$ cat src/rtl/tft_timing_gen_if.sv
// Pixel source bus between tft_timing_gen and a char/picture generator.
// The generator answers each request PIX_LAT clocks later on pix_data.
interface tft_timing_gen_if #(
  parameter int DATA_W = 16,
  parameter int XY_W   = 10
);
  logic              pix_req;
  logic [XY_W-1:0]   pix_x;
  logic [XY_W-1:0]   pix_y;
  logic [DATA_W-1:0] pix_data;

  modport master (
    output pix_req,
    output pix_x,
    output pix_y,
    input  pix_data
  );

  modport slave (
    input  pix_req,
    input  pix_x,
    input  pix_y,
    output pix_data
  );
endinterface

$ cat src/rtl/tft_timing_gen.sv
// Parametrised TFT panel timing: sync/DE, lookahead pixel requests,
// frame-start strobe, run enable and frame-counted backlight soft-start.
module tft_timing_gen #(
  parameter int H_SYNC   = 41,
  parameter int H_BACK   = 2,
  parameter int H_VALID  = 480,
  parameter int H_FRONT  = 2,
  parameter int V_SYNC   = 10,
  parameter int V_BACK   = 2,
  parameter int V_VALID  = 272,
  parameter int V_FRONT  = 2,
  parameter bit SYNC_POL = 1'b0,
  parameter int PIX_LAT  = 1,
  parameter int DATA_W   = 16,
  parameter int XY_W     = 10,
  parameter int BL_DELAY = 2
) (
  input  logic              tft_clk,
  input  logic              sys_rst,
  input  logic              en,
  tft_timing_gen_if.master  pix,
  output logic [DATA_W-1:0] rgb,
  output logic              hsync,
  output logic              vsync,
  output logic              tft_de,
  output logic              tft_bl,
  output logic              tft_clk_o,
  output logic              frame_start
);

  localparam int H_TOTAL = H_SYNC + H_BACK + H_VALID + H_FRONT;
  localparam int V_TOTAL = V_SYNC + V_BACK + V_VALID + V_FRONT;
  localparam int H_ACT0  = H_SYNC + H_BACK;
  localparam int H_ACT1  = H_ACT0 + H_VALID;
  localparam int V_ACT0  = V_SYNC + V_BACK;
  localparam int V_ACT1  = V_ACT0 + V_VALID;
  localparam int HC_W    = (H_TOTAL > 1) ? $clog2(H_TOTAL) : 1;
  localparam int VC_W    = (V_TOTAL > 1) ? $clog2(V_TOTAL) : 1;
  localparam int FC_W    = (BL_DELAY > 0) ? $clog2(BL_DELAY + 1) : 1;
  localparam int LOOK    = PIX_LAT + 1;
  localparam logic S_ON  = SYNC_POL;
  localparam logic S_OFF = !SYNC_POL;

  logic [HC_W-1:0]   cnt_h_q, cnt_h_d;
  logic [VC_W-1:0]   cnt_v_q, cnt_v_d;
  logic              hsync_q, hsync_d;
  logic              vsync_q, vsync_d;
  logic              de_q, de_d;
  logic              req_q, req_d;
  logic [XY_W-1:0]   pix_x_q, pix_x_d;
  logic [XY_W-1:0]   pix_y_q, pix_y_d;
  logic [DATA_W-1:0] rgb_q, rgb_d;
  logic              fs_q, fs_d;
  logic              seen_q, seen_d;
  logic [FC_W-1:0]   fcnt_q, fcnt_d;
  logic              bl_q, bl_d;

  int h, v, ah, av;
  logic h_wrap, v_wrap;

  function automatic logic in_act(input int hc, input int vc);
    return (hc >= H_ACT0) && (hc < H_ACT1) &&
           (vc >= V_ACT0) && (vc < V_ACT1);
  endfunction

  always_comb begin
    h      = int'(cnt_h_q);
    v      = int'(cnt_v_q);
    h_wrap = (h == H_TOTAL - 1);
    v_wrap = (v == V_TOTAL - 1);

    cnt_h_d = h_wrap ? '0 : cnt_h_q + 1'b1;
    cnt_v_d = cnt_v_q;
    if (h_wrap) cnt_v_d = v_wrap ? '0 : cnt_v_q + 1'b1;

    // Request position runs LOOK clocks ahead; wrapping past the
    // line end moves to the next row (and the next frame).
    ah = h + LOOK;
    av = v;
    if (ah >= H_TOTAL) begin
      ah = ah - H_TOTAL;
      av = v_wrap ? 0 : v + 1;
    end

    hsync_d = (h < H_SYNC) ? S_ON : S_OFF;
    vsync_d = (v < V_SYNC) ? S_ON : S_OFF;
    de_d    = in_act(h, v);
    req_d   = in_act(ah, av);
    pix_x_d = req_d ? XY_W'(ah - H_ACT0) : '1;
    pix_y_d = req_d ? XY_W'(av - V_ACT0) : '1;
    rgb_d   = de_d ? pix.pix_data : '0;
    fs_d    = (h == 0) && (v == 0);

    if (!en) begin
      cnt_h_d = '0;
      cnt_v_d = '0;
      hsync_d = S_OFF;
      vsync_d = S_OFF;
      de_d    = 1'b0;
      req_d   = 1'b0;
      pix_x_d = '1;
      pix_y_d = '1;
      rgb_d   = '0;
      fs_d    = 1'b0;
    end

    // The first frame_start only arms the counter.
    seen_d = seen_q;
    fcnt_d = fcnt_q;
    if (fs_q) begin
      seen_d = 1'b1;
      if (seen_q && (int'(fcnt_q) < BL_DELAY)) fcnt_d = fcnt_q + 1'b1;
    end
    bl_d = bl_q | (fs_q && (fcnt_d == FC_W'(BL_DELAY)));
  end

  always_ff @(posedge tft_clk or posedge sys_rst) begin
    if (sys_rst) begin
      cnt_h_q <= '0;
      cnt_v_q <= '0;
      hsync_q <= S_OFF;
      vsync_q <= S_OFF;
      de_q    <= 1'b0;
      req_q   <= 1'b0;
      pix_x_q <= '1;
      pix_y_q <= '1;
      rgb_q   <= '0;
      fs_q    <= 1'b0;
      seen_q  <= 1'b0;
      fcnt_q  <= '0;
      bl_q    <= 1'b0;
    end else begin
      cnt_h_q <= cnt_h_d;
      cnt_v_q <= cnt_v_d;
      hsync_q <= hsync_d;
      vsync_q <= vsync_d;
      de_q    <= de_d;
      req_q   <= req_d;
      pix_x_q <= pix_x_d;
      pix_y_q <= pix_y_d;
      rgb_q   <= rgb_d;
      fs_q    <= fs_d;
      seen_q  <= seen_d;
      fcnt_q  <= fcnt_d;
      bl_q    <= bl_d;
    end
  end

  assign pix.pix_req  = req_q;
  assign pix.pix_x    = pix_x_q;
  assign pix.pix_y    = pix_y_q;
  assign rgb          = rgb_q;
  assign hsync        = hsync_q;
  assign vsync        = vsync_q;
  assign tft_de       = de_q;
  assign tft_bl       = bl_q;
  assign frame_start  = fs_q;
  assign tft_clk_o    = tft_clk;

endmodule

$ cat src/flat_wrapper.sv
// flat-port wrapper written by rule: the top's interface ports become plain ports
module tft_timing_gen_flat 
#(
  parameter int H_SYNC   = 41,
  parameter int H_BACK   = 2,
  parameter int H_VALID  = 480,
  parameter int H_FRONT  = 2,
  parameter int V_SYNC   = 10,
  parameter int V_BACK   = 2,
  parameter int V_VALID  = 272,
  parameter int V_FRONT  = 2,
  parameter bit SYNC_POL = 1'b0,
  parameter int PIX_LAT  = 1,
  parameter int DATA_W   = 16,
  parameter int XY_W     = 10,
  parameter int BL_DELAY = 2
)
  (tft_clk, sys_rst, en, rgb, hsync, vsync, tft_de, tft_bl, tft_clk_o, frame_start, pix_pix_req, pix_pix_x, pix_pix_y, pix_pix_data);
  tft_timing_gen_if #(.DATA_W(DATA_W), .XY_W(XY_W)) pix_i ();
  input  logic tft_clk;
  input  logic sys_rst;
  input  logic en;
  output logic [DATA_W-1:0] rgb;
  output logic hsync;
  output logic vsync;
  output logic tft_de;
  output logic tft_bl;
  output logic tft_clk_o;
  output logic frame_start;
  output wire logic [$bits(pix_i.pix_req)-1:0] pix_pix_req;
  output wire logic [$bits(pix_i.pix_x)-1:0] pix_pix_x;
  output wire logic [$bits(pix_i.pix_y)-1:0] pix_pix_y;
  input wire logic [$bits(pix_i.pix_data)-1:0] pix_pix_data;
  assign pix_pix_req = pix_i.pix_req;
  assign pix_pix_x = pix_i.pix_x;
  assign pix_pix_y = pix_i.pix_y;
  assign pix_i.pix_data = pix_pix_data;
  tft_timing_gen #(.H_SYNC(H_SYNC), .H_BACK(H_BACK), .H_VALID(H_VALID), .H_FRONT(H_FRONT), .V_SYNC(V_SYNC), .V_BACK(V_BACK), .V_VALID(V_VALID), .V_FRONT(V_FRONT), .SYNC_POL(SYNC_POL), .PIX_LAT(PIX_LAT), .DATA_W(DATA_W), .XY_W(XY_W), .BL_DELAY(BL_DELAY)) u_core (.tft_clk(tft_clk), .sys_rst(sys_rst), .en(en), .pix(pix_i), .rgb(rgb), .hsync(hsync), .vsync(vsync), .tft_de(tft_de), .tft_bl(tft_bl), .tft_clk_o(tft_clk_o), .frame_start(frame_start));
endmodule
$ cat config.mk
export PLATFORM = sky130hd
export DESIGN_NAME = tft_timing_gen_flat
export DESIGN_NICKNAME = d
export VERILOG_FILES = /design/src/rtl/tft_timing_gen_if.sv /design/src/rtl/tft_timing_gen.sv /design/src/flat_wrapper.sv
export SDC_FILE = /design/constraint.sdc
export NUM_CORES = 1
export LEC_CHECK = 0
export CAP_MARGIN = 40
export CORE_MARGIN = 2
export CORE_UTILIZATION = 55
export CTS_BUF_LIST = sky130_fd_sc_hd__clkbuf_2
export DETAILED_ROUTE_END_ITERATION = 12
export PLACE_DENSITY = 0.84
export SETUP_SLACK_MARGIN = 0.05
export SLEW_MARGIN = 20
export SYNTH_ARGS = -nofsm -noshare
export SYNTH_HDL_FRONTEND = slang
export SYNTH_SLANG_ARGS = --single-unit
$ cat constraint.sdc
create_clock -name tft_clk -period 11.25 [get_ports tft_clk]
set_input_delay 3.375 -clock tft_clk [delete_from_list [all_inputs] [get_ports tft_clk]]
set_output_delay 3.375 -clock tft_clk [all_outputs]
set_load 0.01 [all_outputs]
==> results.rst <==
.. list-table::
   :header-rows: 1

   * - Metric
     - Value
   * - Instance count of the mapped netlist
     - between 400 and 500
   * - Wire length reported by the detailed router
     - 9603 µm
   * - P per Cell Area
     - between 100 and 150 nW/µm²
   * - Number of nets with antenna violations after routing
     - 0
   * - GRT overflow
     - 0
   * - Slew HR
     - 0.5014
   * - Critical setup path kind
     - clock port to output port
   * - DRC violations left
     - 0
   * - Avg Synthesized Cell Area
     - roughly 9 µm²
   * - Number of instances resized during post-cts repair
     - 0
   * - Pin count of the biggest net entering global routing
     - 65
   * - Combined global-route utilization of all metal layers
     - 0.2554
   * - Die Height
     - a little under 90 µm
   * - # Max-Cap Violations
     - 0
   * - Warnings, synthesis
     - 0
   * - Maximum ir drop on the vdd rail
     - 72.73 µV
   * - TritonCTS clock tree
     - yes
   * - Layout overhead on the synthesized area
     - 19.80%
   * - Std cell rows
     - 30
   * - Synth top area share
     - 0.2645
   * - Detailed-route via count
     - 3,524
   * - Required time of the critical path
     - 7.88 ns
   * - Buffer count from post-CTS setup fixing
     - 0
   * - Critical Path End Type
     - output port
   * - HPWL after detailed placement
     - around 6700 µm
   * - Area of all placed cells without fillers
     - 4761 µm²
   * - Run status
     - completed
   * - Post-synth EDFFs
     - 0
   * - Start point of the critical path
     - tft_clk
   * - Num ports
     - 62
   * - Pins Over Slew Limit
     - 0
   * - Post-Synthesis Net Count
     - 480
   * - Final sum of negative setup slack
     - 0 ns
   * - Synthesized area
     - just under 4000 µm²
   * - Fraction of final layout cells with drive strength greater than 1
     - 0.1383
   * - Starting Density
     - 0.5754
   * - Worst min-delay path class
     - register to register
   * - Cell-by-cell trace of the critical path
     - clkbuf_2 > clkbuf_2 > clkdlybuf4s50_1
   * - Sequential fraction of the synthesis area
     - 0.4099
   * - Placed Instance Area
     - around 4600 µm²
   * - Max FO, Critical Path
     - 2
   * - Overall die area
     - a little under 8000 µm²
   * - Hold path startpoint
     - u_core.tft_bl$_DFF_PP0_
   * - Delay of the slowest critical-path stage
     - 0.47 ns
   * - Final Hold Viols
     - 0
   * - Minimum setup slack in the final design
     - 1.615 ns
   * - RSZ-0062 raised after global routing
     - false
   * - Tightest hold margin
     - 0.5077 ns
   * - Worst path bufs/invs
     - 3
   * - Source-to-sink clock delay at the later pin of the worst-skew pair
     - between 0.6 and 0.7 ns
   * - Slew of the pin with the lowest slew margin
     - between 0.7 and 0.8 ns
   * - Flip-flop cell with the highest count after synthesis
     - sky130_fd_sc_hd__dfrtp_1
   * - Ant diodes
     - 0
   * - Die span in x
     - 89 µm
   * - Top cells by count, synth
     - sky130_fd_sc_hd__nand2_1 (49), sky130_fd_sc_hd__nor2_1 (45), sky130_fd_sc_hd__dfrtp_1 (42), sky130_fd_sc_hd__xnor2_1 (23), sky130_fd_sc_hd__dfstp_2 (22)
   * - Core Region
     - 6907 µm²
   * - Library cells used by synthesis
     - slightly above 60
   * - Nature of the critical path startpoint
     - clock port
   * - Count of hold buffers inserted by post-cts repair
     - 0
   * - Top cells by area, synth
     - sky130_fd_sc_hd__dfrtp_1 (26%), sky130_fd_sc_hd__dfstp_2 (15%), sky130_fd_sc_hd__xnor2_1 (5.1%)
   * - Detailed-route wire length per cell
     - 16.14 µm
   * - Clock-pin slew on the worst setup and hold paths
     - roughly 0.2 ns
   * - DR vias/cell
     - 5.923
   * - Pre-Repair DR Iteration Count
     - 5
   * - Number of antenna violations at the first check in global routing
     - 0
   * - Static leakage power
     - 1.938 nW
   * - Largest area contributor in the netlist
     - sky130_fd_sc_hd__dfrtp_1
   * - Final Skew
     - about 0.057 ns
   * - Cell type of the slowest stage on the worst timing path
     - sky130_fd_sc_hd__clkdlybuf4s50_1
   * - Placement Setup Slack
     - 1.801 ns
   * - Async S/R FF share, synth
     - 1.000
   * - Family with the most delay on the worst path
     - buffers and inverters
   * - Vias in the first global route
     - 3,184
   * - Most frequently used cell type in the post-synthesis netlist
     - sky130_fd_sc_hd__nand2_1
   * - First-iteration detailed-routing DRC count
     - 354
   * - Port Buffer Count
     - 61
   * - First-pass GRT wire length
     - 15,440 µm
   * - Final count of negative-setup-slack endpoints
     - 0
   * - Number of nets at the end of the flow
     - 527
   * - Crit-path most repeated cell
     - sky130_fd_sc_hd__clkbuf_2
   * - Crit path arrival time
     - between 6 and 7 ns
   * - Routability-driven placement congestion ratio
     - 0.9140
   * - Post-synthesis sequential element count
     - 64
   * - R2R Path Start
     - u_core.cnt_h_q[2]$_DFF_PP0_
   * - Filler cells
     - 577
## where the power goes
group	switching [W]	internal, W
clock network	0.000101	0.000109
logic	0.0000208	0.0000165
registers	0.00000515	0.000235
## layout make-up
type | count | area (µm²) | area share
multi-input cells | 339 | 2143 | 0.4502
flip-flops and latches | 64 | 1629 | 0.3422
repair buffers | 64 | 634.4 | 0.1332
well taps | 96 | 120.1 | 0.02523
clock inverters | 7 | 118.9 | 0.02497
clock buffers | 13 | 70.07 | 0.01472
inverters | 12 | 45.04 | 0.009461
## placed cells by master, fill, tap and decap left out, types with 12 or more instances in the layout
master,netlist,layout
sky130_fd_sc_hd__nand2_1,49,49
sky130_fd_sc_hd__dfstp_2,22,22
sky130_fd_sc_hd__clkdlybuf4s50_1,0,61
sky130_fd_sc_hd__dfrtp_1,42,42
sky130_fd_sc_hd__xnor2_1,23,23
sky130_fd_sc_hd__a21oi_1,17,17
sky130_fd_sc_hd__nand3_1,13,13
sky130_fd_sc_hd__and2_1,16,16
sky130_fd_sc_hd__ha_1,14,14
sky130_fd_sc_hd__o21ai_0,21,21
sky130_fd_sc_hd__clkbuf_2,0,12
sky130_fd_sc_hd__xor2_1,17,17
sky130_fd_sc_hd__nor2_1,45,45
## metrics by stage
stage                     power [W]  instances    util
after CTS                 0.0004912        595  0.6893
after detailed placement  0.0002903        576  0.6634
final                     0.0004883        595  0.6893
after global placement    0.0002887        575  0.6618
after global routing      0.0005076        595  0.6893
after floorplan           0.0002727        447       -
## logic make-up (layout without fill, tap and decap cells)
logic type / Yosys count / in the layout / share of synthesized area
AO/OA/AOI/OAI: 94 / 94 / 0.1578
XOR/XNOR: 40 / 40 / 0.08816
adder cells (fa/ha/maj): 14 / 14 / 0.04408
buffers and inverters: 44 / 96 / 0.05384
flip-flops: 64 / 64 / 0.4099
multiplexers: 1 / 1 / 0.002519
AND/OR/NAND/NOR: 190 / 190 / 0.2437
## sequential cells by signal, summed over array words and instances, names as in the netlist
| name | cells |
|---|---|
| u_core.cnt_h_q | 10 |
| u_core.cnt_v_q | 9 |
| u_core.fcnt_q | 2 |
| u_core.frame_start | 1 |
| u_core.hsync | 1 |
| u_core.pix.pix_req | 1 |
| u_core.pix.pix_x | 10 |
| u_core.pix.pix_y | 10 |
| u_core.rgb | 16 |
| u_core.seen_q | 1 |
| u_core.tft_bl | 1 |
| u_core.tft_de | 1 |
| u_core.vsync | 1 |
## per-layer routing
| metal | global-route usage | vias up | wire length, µm | part of all wire |
|---|---|---|---|---|
| met4 | 0.08955 | 0 | 165 | 0.017 |
| met2 | 0.3853 | 194 | 4206 | 0.44 |
| li1 | - | 1645 | - | - |
| met5 | 0 | - | 0 | 0 |
| met1 | 0.3544 | 1660 | 4231 | 0.44 |
| met3 | 0.07295 | 25 | 1000 | 0.10 |
## final timing paths
kind	endpoint	slack, ns	cells past startpoint
worst max-delay path	tft_clk_o	1.62	3
worst max register to register	u_core.pix.pix_x[0]$_DFF_PP1_	6.18	16
worst min-delay path	u_core.tft_bl$_DFF_PP0_	0.51	1
min in group asynchronous	u_core.cnt_v_q[8]$_DFFE_PP0P_	3.24	3
max in group asynchronous	u_core.rgb[3]$_DFF_PP0_	7.48	3
worst min register to register	u_core.tft_bl$_DFF_PP0_	0.51	1
Note: power is estimated with default switching activity, not from simulation.
